--- src/rtl/mc_control_v2_if.sv ---
// rtl/mc_control_v2_if.sv - control-unit to datapath/memory signal bundle
interface mc_control_v2_if #(
    parameter int ALUCTRL_W = 6
);
    logic [5:0]           op;
    logic [5:0]           funct;
    logic                 zero;
    logic                 mem_ready;
    logic                 pc_write;
    logic [1:0]           pc_src;
    logic                 ir_write;
    logic                 iord;
    logic                 mem_read;
    logic                 mem_write;
    logic                 reg_write;
    logic                 reg_dst;
    logic                 mem_to_reg;
    logic                 alu_src_a;
    logic [1:0]           alu_src_b;
    logic                 zero_ext;
    logic [ALUCTRL_W-1:0] alu_control;
    logic                 instr_done;
    logic                 illegal;
    logic                 mem_timeout;
    logic [3:0]           state;

    modport master (
        input  op, funct, zero, mem_ready,
        output pc_write, pc_src, ir_write, iord, mem_read, mem_write,
               reg_write, reg_dst, mem_to_reg, alu_src_a, alu_src_b,
               zero_ext, alu_control, instr_done, illegal, mem_timeout, state
    );

    modport slave (
        output op, funct, zero, mem_ready,
        input  pc_write, pc_src, ir_write, iord, mem_read, mem_write,
               reg_write, reg_dst, mem_to_reg, alu_src_a, alu_src_b,
               zero_ext, alu_control, instr_done, illegal, mem_timeout, state
    );
endinterface

--- src/rtl/mc_control_v2.sv ---
// rtl/mc_control_v2.sv - multicycle MIPS control FSM with memory wait states and watchdog
module mc_control_v2 #(
    parameter int ALUCTRL_W = 6,
    parameter int MAX_WAIT  = 16,
    parameter int WAIT_W    = 5
) (
    input  logic             clk,
    input  logic             rst,
    mc_control_v2_if.master  bus
);
    typedef enum logic [3:0] {
        S_FETCH   = 4'd0,
        S_DECODE  = 4'd1,
        S_MEMADR  = 4'd2,
        S_MEMRD   = 4'd3,
        S_MEMWB   = 4'd4,
        S_MEMWR   = 4'd5,
        S_EXEC_R  = 4'd6,
        S_ALU_WB  = 4'd7,
        S_BRANCH  = 4'd8,
        S_IMM_EX  = 4'd9,
        S_IMM_WB  = 4'd10,
        S_JUMP    = 4'd11,
        S_ILLEGAL = 4'd12
    } state_t;

    localparam logic [5:0] OP_RTYPE = 6'b000000;
    localparam logic [5:0] OP_J     = 6'b000010;
    localparam logic [5:0] OP_BEQ   = 6'b000100;
    localparam logic [5:0] OP_BNE   = 6'b000101;
    localparam logic [5:0] OP_ADDI  = 6'b001000;
    localparam logic [5:0] OP_ANDI  = 6'b001100;
    localparam logic [5:0] OP_ORI   = 6'b001101;
    localparam logic [5:0] OP_LW    = 6'b100011;
    localparam logic [5:0] OP_SW    = 6'b101011;

    localparam logic [ALUCTRL_W-1:0] ALU_ADD = ALUCTRL_W'(6'b100000);
    localparam logic [ALUCTRL_W-1:0] ALU_SUB = ALUCTRL_W'(6'b100010);
    localparam logic [ALUCTRL_W-1:0] ALU_AND = ALUCTRL_W'(6'b100100);
    localparam logic [ALUCTRL_W-1:0] ALU_OR  = ALUCTRL_W'(6'b100101);

    localparam bit                WD_EN     = (MAX_WAIT > 0);
    localparam logic [WAIT_W-1:0] WAIT_LAST = WAIT_W'((MAX_WAIT > 0) ? MAX_WAIT - 1 : 0);

    state_t            state;
    logic [WAIT_W-1:0] wait_cnt;
    logic              illegal_q;
    logic              timeout_q;
    logic              wait_state;
    logic              timeout_now;
    logic              strobe_en;
    logic              pc_write_r, ir_write_r, mem_read_r, mem_write_r, reg_write_r, instr_done_r;

    assign wait_state  = (state == S_FETCH) || (state == S_MEMRD) || (state == S_MEMWR);
    assign timeout_now = WD_EN && wait_state && !bus.mem_ready && (wait_cnt == WAIT_LAST);
    assign strobe_en   = !rst && !timeout_now;

    always_ff @(posedge clk or posedge rst) begin
        if (rst) begin
            state     <= S_FETCH;
            wait_cnt  <= '0;
            illegal_q <= 1'b0;
            timeout_q <= 1'b0;
        end else begin
            // Counter only survives a stall cycle, so any entry into a wait state sees zero
            if (wait_state && !bus.mem_ready && !timeout_now)
                wait_cnt <= wait_cnt + WAIT_W'(1);
            else
                wait_cnt <= '0;
            if (state == S_ILLEGAL)
                illegal_q <= 1'b1;
            if (timeout_now)
                timeout_q <= 1'b1;

            case (state)
                S_FETCH: begin
                    if (timeout_now)        state <= S_FETCH;
                    else if (bus.mem_ready) state <= S_DECODE;
                end
                S_DECODE: begin
                    case (bus.op)
                        OP_LW, OP_SW:              state <= S_MEMADR;
                        OP_RTYPE:                  state <= S_EXEC_R;
                        OP_BEQ, OP_BNE:            state <= S_BRANCH;
                        OP_ADDI, OP_ANDI, OP_ORI:  state <= S_IMM_EX;
                        OP_J:                      state <= S_JUMP;
                        default:                   state <= S_ILLEGAL;
                    endcase
                end
                S_MEMADR: state <= (bus.op == OP_SW) ? S_MEMWR : S_MEMRD;
                S_MEMRD: begin
                    if (timeout_now)        state <= S_FETCH;
                    else if (bus.mem_ready) state <= S_MEMWB;
                end
                S_MEMWR: begin
                    if (timeout_now || bus.mem_ready) state <= S_FETCH;
                end
                S_EXEC_R: state <= S_ALU_WB;
                S_IMM_EX: state <= S_IMM_WB;
                default:  state <= S_FETCH;
            endcase
        end
    end

    always_comb begin
        pc_write_r      = 1'b0;
        ir_write_r      = 1'b0;
        mem_read_r      = 1'b0;
        mem_write_r     = 1'b0;
        reg_write_r     = 1'b0;
        instr_done_r    = 1'b0;
        bus.pc_src      = 2'b00;
        bus.iord        = 1'b0;
        bus.reg_dst     = 1'b0;
        bus.mem_to_reg  = 1'b0;
        bus.alu_src_a   = 1'b0;
        bus.alu_src_b   = 2'b00;
        bus.zero_ext    = 1'b0;
        bus.alu_control = ALU_ADD;
        case (state)
            S_FETCH: begin
                mem_read_r    = 1'b1;
                bus.alu_src_b = 2'b01;
                ir_write_r    = bus.mem_ready;
                pc_write_r    = bus.mem_ready;
            end
            S_DECODE: bus.alu_src_b = 2'b11;
            S_MEMADR: begin
                bus.alu_src_a = 1'b1;
                bus.alu_src_b = 2'b10;
            end
            S_MEMRD: begin
                mem_read_r = 1'b1;
                bus.iord   = 1'b1;
            end
            S_MEMWB: begin
                reg_write_r    = 1'b1;
                bus.mem_to_reg = 1'b1;
                instr_done_r   = 1'b1;
            end
            S_MEMWR: begin
                mem_write_r  = 1'b1;
                bus.iord     = 1'b1;
                instr_done_r = bus.mem_ready;
            end
            S_EXEC_R: begin
                bus.alu_src_a   = 1'b1;
                bus.alu_control = ALUCTRL_W'(bus.funct);
            end
            S_ALU_WB: begin
                reg_write_r  = 1'b1;
                bus.reg_dst  = 1'b1;
                instr_done_r = 1'b1;
            end
            S_BRANCH: begin
                bus.alu_src_a   = 1'b1;
                bus.alu_control = ALU_SUB;
                bus.pc_src      = 2'b01;
                instr_done_r    = 1'b1;
                pc_write_r      = (bus.op == OP_BNE) ? !bus.zero : bus.zero;
            end
            // Write-back keeps the execute-phase ALU setup so ALUOut stays consistent
            S_IMM_EX, S_IMM_WB: begin
                bus.alu_src_a = 1'b1;
                bus.alu_src_b = 2'b10;
                if (bus.op == OP_ANDI) begin
                    bus.alu_control = ALU_AND;
                    bus.zero_ext    = 1'b1;
                end else if (bus.op == OP_ORI) begin
                    bus.alu_control = ALU_OR;
                    bus.zero_ext    = 1'b1;
                end
                if (state == S_IMM_WB) begin
                    reg_write_r  = 1'b1;
                    instr_done_r = 1'b1;
                end
            end
            S_JUMP: begin
                bus.pc_src   = 2'b10;
                pc_write_r   = 1'b1;
                instr_done_r = 1'b1;
            end
            S_ILLEGAL: instr_done_r = 1'b1;
            default: ;
        endcase
    end

    assign bus.pc_write    = pc_write_r   && strobe_en;
    assign bus.ir_write    = ir_write_r   && strobe_en;
    assign bus.mem_read    = mem_read_r   && strobe_en;
    assign bus.mem_write   = mem_write_r  && strobe_en;
    assign bus.reg_write   = reg_write_r  && strobe_en;
    assign bus.instr_done  = instr_done_r && strobe_en;
    assign bus.illegal     = illegal_q || (state == S_ILLEGAL);
    assign bus.mem_timeout = timeout_q || (timeout_now && !rst);
    assign bus.state       = state;
endmodule

--- src/flat_wrapper.sv ---
// flat-port wrapper written by rule: the top's interface ports become plain ports
module mc_control_v2_flat 
#(
    parameter int ALUCTRL_W = 6,
    parameter int MAX_WAIT  = 16,
    parameter int WAIT_W    = 5
)
  (clk, rst, bus_op, bus_funct, bus_zero, bus_mem_ready, bus_pc_write, bus_pc_src, bus_ir_write, bus_iord, bus_mem_read, bus_mem_write, bus_reg_write, bus_reg_dst, bus_mem_to_reg, bus_alu_src_a, bus_alu_src_b, bus_zero_ext, bus_alu_control, bus_instr_done, bus_illegal, bus_mem_timeout, bus_state);
  mc_control_v2_if #(.ALUCTRL_W(ALUCTRL_W)) bus_i ();
  input  logic clk;
  input  logic rst;
  input wire logic [$bits(bus_i.op)-1:0] bus_op;
  input wire logic [$bits(bus_i.funct)-1:0] bus_funct;
  input wire logic [$bits(bus_i.zero)-1:0] bus_zero;
  input wire logic [$bits(bus_i.mem_ready)-1:0] bus_mem_ready;
  output wire logic [$bits(bus_i.pc_write)-1:0] bus_pc_write;
  output wire logic [$bits(bus_i.pc_src)-1:0] bus_pc_src;
  output wire logic [$bits(bus_i.ir_write)-1:0] bus_ir_write;
  output wire logic [$bits(bus_i.iord)-1:0] bus_iord;
  output wire logic [$bits(bus_i.mem_read)-1:0] bus_mem_read;
  output wire logic [$bits(bus_i.mem_write)-1:0] bus_mem_write;
  output wire logic [$bits(bus_i.reg_write)-1:0] bus_reg_write;
  output wire logic [$bits(bus_i.reg_dst)-1:0] bus_reg_dst;
  output wire logic [$bits(bus_i.mem_to_reg)-1:0] bus_mem_to_reg;
  output wire logic [$bits(bus_i.alu_src_a)-1:0] bus_alu_src_a;
  output wire logic [$bits(bus_i.alu_src_b)-1:0] bus_alu_src_b;
  output wire logic [$bits(bus_i.zero_ext)-1:0] bus_zero_ext;
  output wire logic [$bits(bus_i.alu_control)-1:0] bus_alu_control;
  output wire logic [$bits(bus_i.instr_done)-1:0] bus_instr_done;
  output wire logic [$bits(bus_i.illegal)-1:0] bus_illegal;
  output wire logic [$bits(bus_i.mem_timeout)-1:0] bus_mem_timeout;
  output wire logic [$bits(bus_i.state)-1:0] bus_state;
  assign bus_i.op = bus_op;
  assign bus_i.funct = bus_funct;
  assign bus_i.zero = bus_zero;
  assign bus_i.mem_ready = bus_mem_ready;
  assign bus_pc_write = bus_i.pc_write;
  assign bus_pc_src = bus_i.pc_src;
  assign bus_ir_write = bus_i.ir_write;
  assign bus_iord = bus_i.iord;
  assign bus_mem_read = bus_i.mem_read;
  assign bus_mem_write = bus_i.mem_write;
  assign bus_reg_write = bus_i.reg_write;
  assign bus_reg_dst = bus_i.reg_dst;
  assign bus_mem_to_reg = bus_i.mem_to_reg;
  assign bus_alu_src_a = bus_i.alu_src_a;
  assign bus_alu_src_b = bus_i.alu_src_b;
  assign bus_zero_ext = bus_i.zero_ext;
  assign bus_alu_control = bus_i.alu_control;
  assign bus_instr_done = bus_i.instr_done;
  assign bus_illegal = bus_i.illegal;
  assign bus_mem_timeout = bus_i.mem_timeout;
  assign bus_state = bus_i.state;
  mc_control_v2 #(.ALUCTRL_W(ALUCTRL_W), .MAX_WAIT(MAX_WAIT), .WAIT_W(WAIT_W)) u_core (.clk(clk), .rst(rst), .bus(bus_i));
endmodule
--- config.mk ---
export PLATFORM = sky130hd
export DESIGN_NAME = mc_control_v2_flat
export DESIGN_NICKNAME = d
export VERILOG_FILES = /design/src/rtl/mc_control_v2_if.sv /design/src/rtl/mc_control_v2.sv /design/src/flat_wrapper.sv
export SDC_FILE = /design/constraint.sdc
export NUM_CORES = 1
export LEC_CHECK = 0
export CAP_MARGIN = 0
export CORE_UTILIZATION = 45
export DETAILED_ROUTE_END_ITERATION = 6
export GPL_ROUTABILITY_DRIVEN = 0
export GPL_TIMING_DRIVEN = 0
export PLACE_DENSITY = 0.85
export RECOVER_POWER = 50
export SLEW_MARGIN = 40
export SYNTH_ARGS = -nofsm -noshare
export SYNTH_HDL_FRONTEND = slang
export SYNTH_SLANG_ARGS = --single-unit
--- constraint.sdc ---
create_clock -name clk -period 3.6 [get_ports clk]
set_input_delay 0.72 -clock clk [delete_from_list [all_inputs] [get_ports clk]]
set_output_delay 0.72 -clock clk [all_outputs]
set_load 0.01 [all_outputs]
# Word level (Yosys, flattened, before mapping)
# Index checks and enable logic that the tools add are counted.
# op_classes
n_eq_ne	24
addsub	1
n_reduce_logical	33
muxes	29
# op_table
operator	count
4-bit case mux with 7 select lines	1
4-bit equality test, second input constant	5
4-bit two-way mux	5
4-bit case mux with 5 select lines	1
6-bit by 4-bit equality test with 1-bit output, second input constant	3
6-bit case mux with 3 select lines	1
4-bit by 3-bit equality test with 1-bit output, second input constant	4
6-bit by 3-bit equality test with 1-bit output, second input constant	2
6-bit equality test, second input constant	2
1-bit two-way mux	12
2-bit OR reduction	6
1-bit logical AND	11
5-bit OR reduction	2
4-bit by 2-bit equality test with 1-bit output, second input constant	2
6-bit by 2-bit equality test with 1-bit output, second input constant	1
6-bit logical NOT	1
3-bit two-way mux	2
6-bit two-way mux	1
3-bit by 2-bit != test with 1-bit output, second input constant	2
1-bit case mux with 3 select lines	2
2-bit case mux with 3 select lines	1
3-bit OR reduction	2
5-bit by 1-bit adder with 5-bit output, second input constant	1
5-bit by 4-bit equality test with 1-bit output, second input constant	1
9 further kinds	16
# totals
regBits	11
wordCells	91
input_bits	16

# Logic depth before layout (Yosys ltp)
# logic_depth
depth_word	8
ltp_mapped	8
ltp_nobuf	8

# Worst setup path after synthesis
# OpenSTA, ideal clock, no wires.
# synth_timing
path_type	input -> output
from	input port bus_op[1]
to	output port bus_pc_write
stages	5
t_arrival_ps	2222
setup_slack_ps	658
path_cell_list	or4b_1 > nor3b_2 > xnor2_1 > a2111o_1 > a211oi_2
# synth_via
elab_chain_cells	4
# synth_rtl
element	line	text
start, declared	flat_wrapper.sv:12	input wire logic [$bits(bus_i.op)-1:0] bus_op;
6-bit by 3-bit equality test with 1-bit output	mc_control_v2.sv:160	pc_write_r = (bus.op == OP_BNE) ? !bus.zero : bus.zero;
1-bit two-way mux	mc_control_v2.sv:160	
1-bit case mux with 3 select lines	mc_control_v2.sv:120	case (state)
1-bit logical AND	mc_control_v2.sv:188	assign bus.pc_write = pc_write_r && strobe_en;
end, declared	flat_wrapper.sv:16	output wire logic [$bits(bus_i.pc_write)-1:0] bus_pc_write;
# No other way between the ends.

# Final worst setup path
# Ends and elaborated chain as after synthesis.

==> results.cfg <==
[global_route]
overflow = 0
grt.total_usage_pct = 26.6
grt_max_degree = 14
antenna_found_initial = 0
grt_pass1_wl_um = 4810
first_global_vias = 1047

[setup_path]
rr_startpoint = u_core.bus.state[0]
setup.worst_path.end = bus_pc_write
critPathArrivalTime_ns = 2.78
path_max_fanout = 6
crit_type = in -> out
startpoint_type = input pin
setup.worst_path.end_class = output pin
rrSetupSlack_ns = 1.80
r2r_end = u_core.bus.state[2]
crit_start = bus_op[1]
worst-r2r-cell-count = 5
required_ns = 2.88

[logic_synthesis]
synth_edf_count = 0
postSynthCellCount = 134
synth.top_cell.area_share_pct = 27.9
synth.distinct_cells = 39
netlist.top_cell.by_area = dfrtp_1
syn_nets = 152
ys_warn_count = 0
synth.cell_area_um2 = 987
synthFlopType = dfrtp_1
seq_area_frac_synth_pct = 27.9
async_flop_share_pct = 100
synthTopCellsByCount = nor2_1, dfrtp_1, nand2_1
synth_area_leaders = dfrtp_1, nor2_1, a21oi_1
syn_area_per_cell_um2 = 7.37
yosysMostFrequentCell = nor2_1
synth-seq-cells = 11

[finish]
antenna_cells = 0
area_growth_pct = 48.8
drive_above_1_share_pct = 5.56
final_nets = 199
final_cells = 207
fin_area_um2 = 1470
multi_input_area_um2 = 656
fill_cells = 162
seq_area_um2 = 275

[routing]
wl_met3_um = 228
antenna_left = 0
drtPass1Iterations = 4
viasPerCell = 5.77
wl_um = 2840
dr.max_layer_used = met4
dr_total_vias = 1194
drtIter0Drc = 44
wire_per_inst_um = 13.7
dr_wl_met2_um = 1380
drc = 0
wl_met1_um = 1160

[timing]
slew_violations = 0
slew-limit-headroom_pct = 62.9
clock_skew_ns = 0.00197
grt_setup_unrepaired = false
fin_crit_ns = 3.50
tightest_slew_ns = 0.552
setup_violations = 0
hold_violations = 0
max_freq_ghz = 0.286
period_share_pct = 97.2
holdWs_ns = 0.470

[clocking]
cts-resized-gates = 8
clk_pin_slew_worst_paths_ns = 0.07
h-tree-depth = 1
clkSinkCount = 11
cts_tree = built
cts_setup_buffers = 0
clk_root_buffer_cell = clkbuf_4
clk_path_buf_depth = 2
insertion_delay_ns = 0.28
cts_hold_buf = 0
numCtsBuffers = 3

[placement]
hpwl_um = 2260
dpl_cell_area_um2 = 1440
port_buffers = 42
dp_cells = 203

[status]
status = finished, final reports clean

[die]
dieArea_um2 = 2380
die_width_um = 48.8
row_count = 16
core_um2 = 2000
io_pins = 43
die_y_um = 48.8
start_util_pct = 49.3

[min_path]
min_path_type = reg -> reg

[flow_run]
cap_violations = 0

[power_and_ir_drop]
ir_worst_vdd_uv = 412
p_leak_nw = 0.612
power.density_nw_per_um2 = 528
## worst min path at each step
stage,slack [ns],start,cells after the start,end
after floorplan,0.43,u_core.illegal_q,1,u_core.illegal_q
after global placement,0.44,u_core.illegal_q,1,u_core.illegal_q
after detailed placement,0.45,u_core.illegal_q,1,u_core.illegal_q
after CTS,0.47,u_core.illegal_q,1,u_core.illegal_q
after global routing,0.49,u_core.illegal_q,1,u_core.illegal_q
final,0.47,u_core.wait_cnt[0],1,u_core.wait_cnt[0]
## worst max-delay path, cell delays in order
cell and delay (ns):
dlygate4sd2_1 0.29, or4b_4 0.56, nor3b_2 0.21, xnor2_1 0.09, a2111o_1 0.43, a211oi_2 0.23, clkdlybuf4s15_2 0.25
## routing by layer
metal  GRT usage (%)  vias up
li1                -      580
met1            35.0      555
met2            42.4       50
met3            4.67        9
met4            12.3        0
met5               0        -
## placed cells by master (no fill, tap or decap), drive strengths merged, types with 3 or more instances in the layout
cell | netlist | routed
and2 | 3 | 3
nor2 | 24 | 24
dlygate4sd2 | 0 | 4
nor4 | 4 | 4
a21oi | 8 | 8
clkdlybuf4s50 | 0 | 30
nand2b | 5 | 5
o21ai | 5 | 5
dlygate4sd3 | 0 | 7
inv | 8 | 8
nor3 | 4 | 4
nand2 | 9 | 9
nand3 | 5 | 5
dfrtp | 11 | 11
o31ai | 4 | 4
clkbuf | 6 | 9
xnor2 | 3 | 3
a21o | 5 | 5
## state kept, by name (all words and copies together), names as in the netlist
signal	cells
u_core.illegal_q	1
u_core.wait_cnt	5
u_core.timeout_q	1
u_core.bus.state	4
## logic make-up after synthesis
kind of cell             count (synthesis)  synth area share, %
AO/OA/AOI/OAI                           34                 24.1
flip-flops                              11                 27.9
XOR/XNOR                                 5                 4.44
adder cells (fa/ha/maj)                  2                 2.53
multiplexers                             1                 1.01
AND/OR/NAND/NOR                         65                 34.0
buffers and inverters                   16                 6.08
## final cells by class
class / instances / share of cell area [%]
Clock buffer: 3 / 1.53
Multi-Input combinational cell: 107 / 44.6
Tap cell: 27 / 2.30
Timing Repair Buffer: 42 / 28.4
Clock inverter: 1 / 0.341
Inverter: 8 / 2.04
Buffer: 8 / 2.04
Sequential cell: 11 / 18.7
## metrics by stage
stage,worst slack [ns],TNS (ns),total power [mW],util (%)
final,0.102,0,0.775,73.4
after global routing,0.0251,0,0.839,73.4
after CTS,0.112,0,0.782,73.4
after detailed placement,-0.444,-0.483,0.695,72.0
after global placement,-0.415,-0.415,0.681,72.0
after floorplan,0.658,0,0.470,-
## where the power goes
part           leakage, nW  total (mW)  internal (mW)  switching [mW]
Combinational        0.448       0.510          0.235           0.276
Clock               0.0177      0.0862         0.0413          0.0449
Sequential           0.147       0.178          0.151          0.0276
No activity file was read; power rests on OpenSTA's default activity.
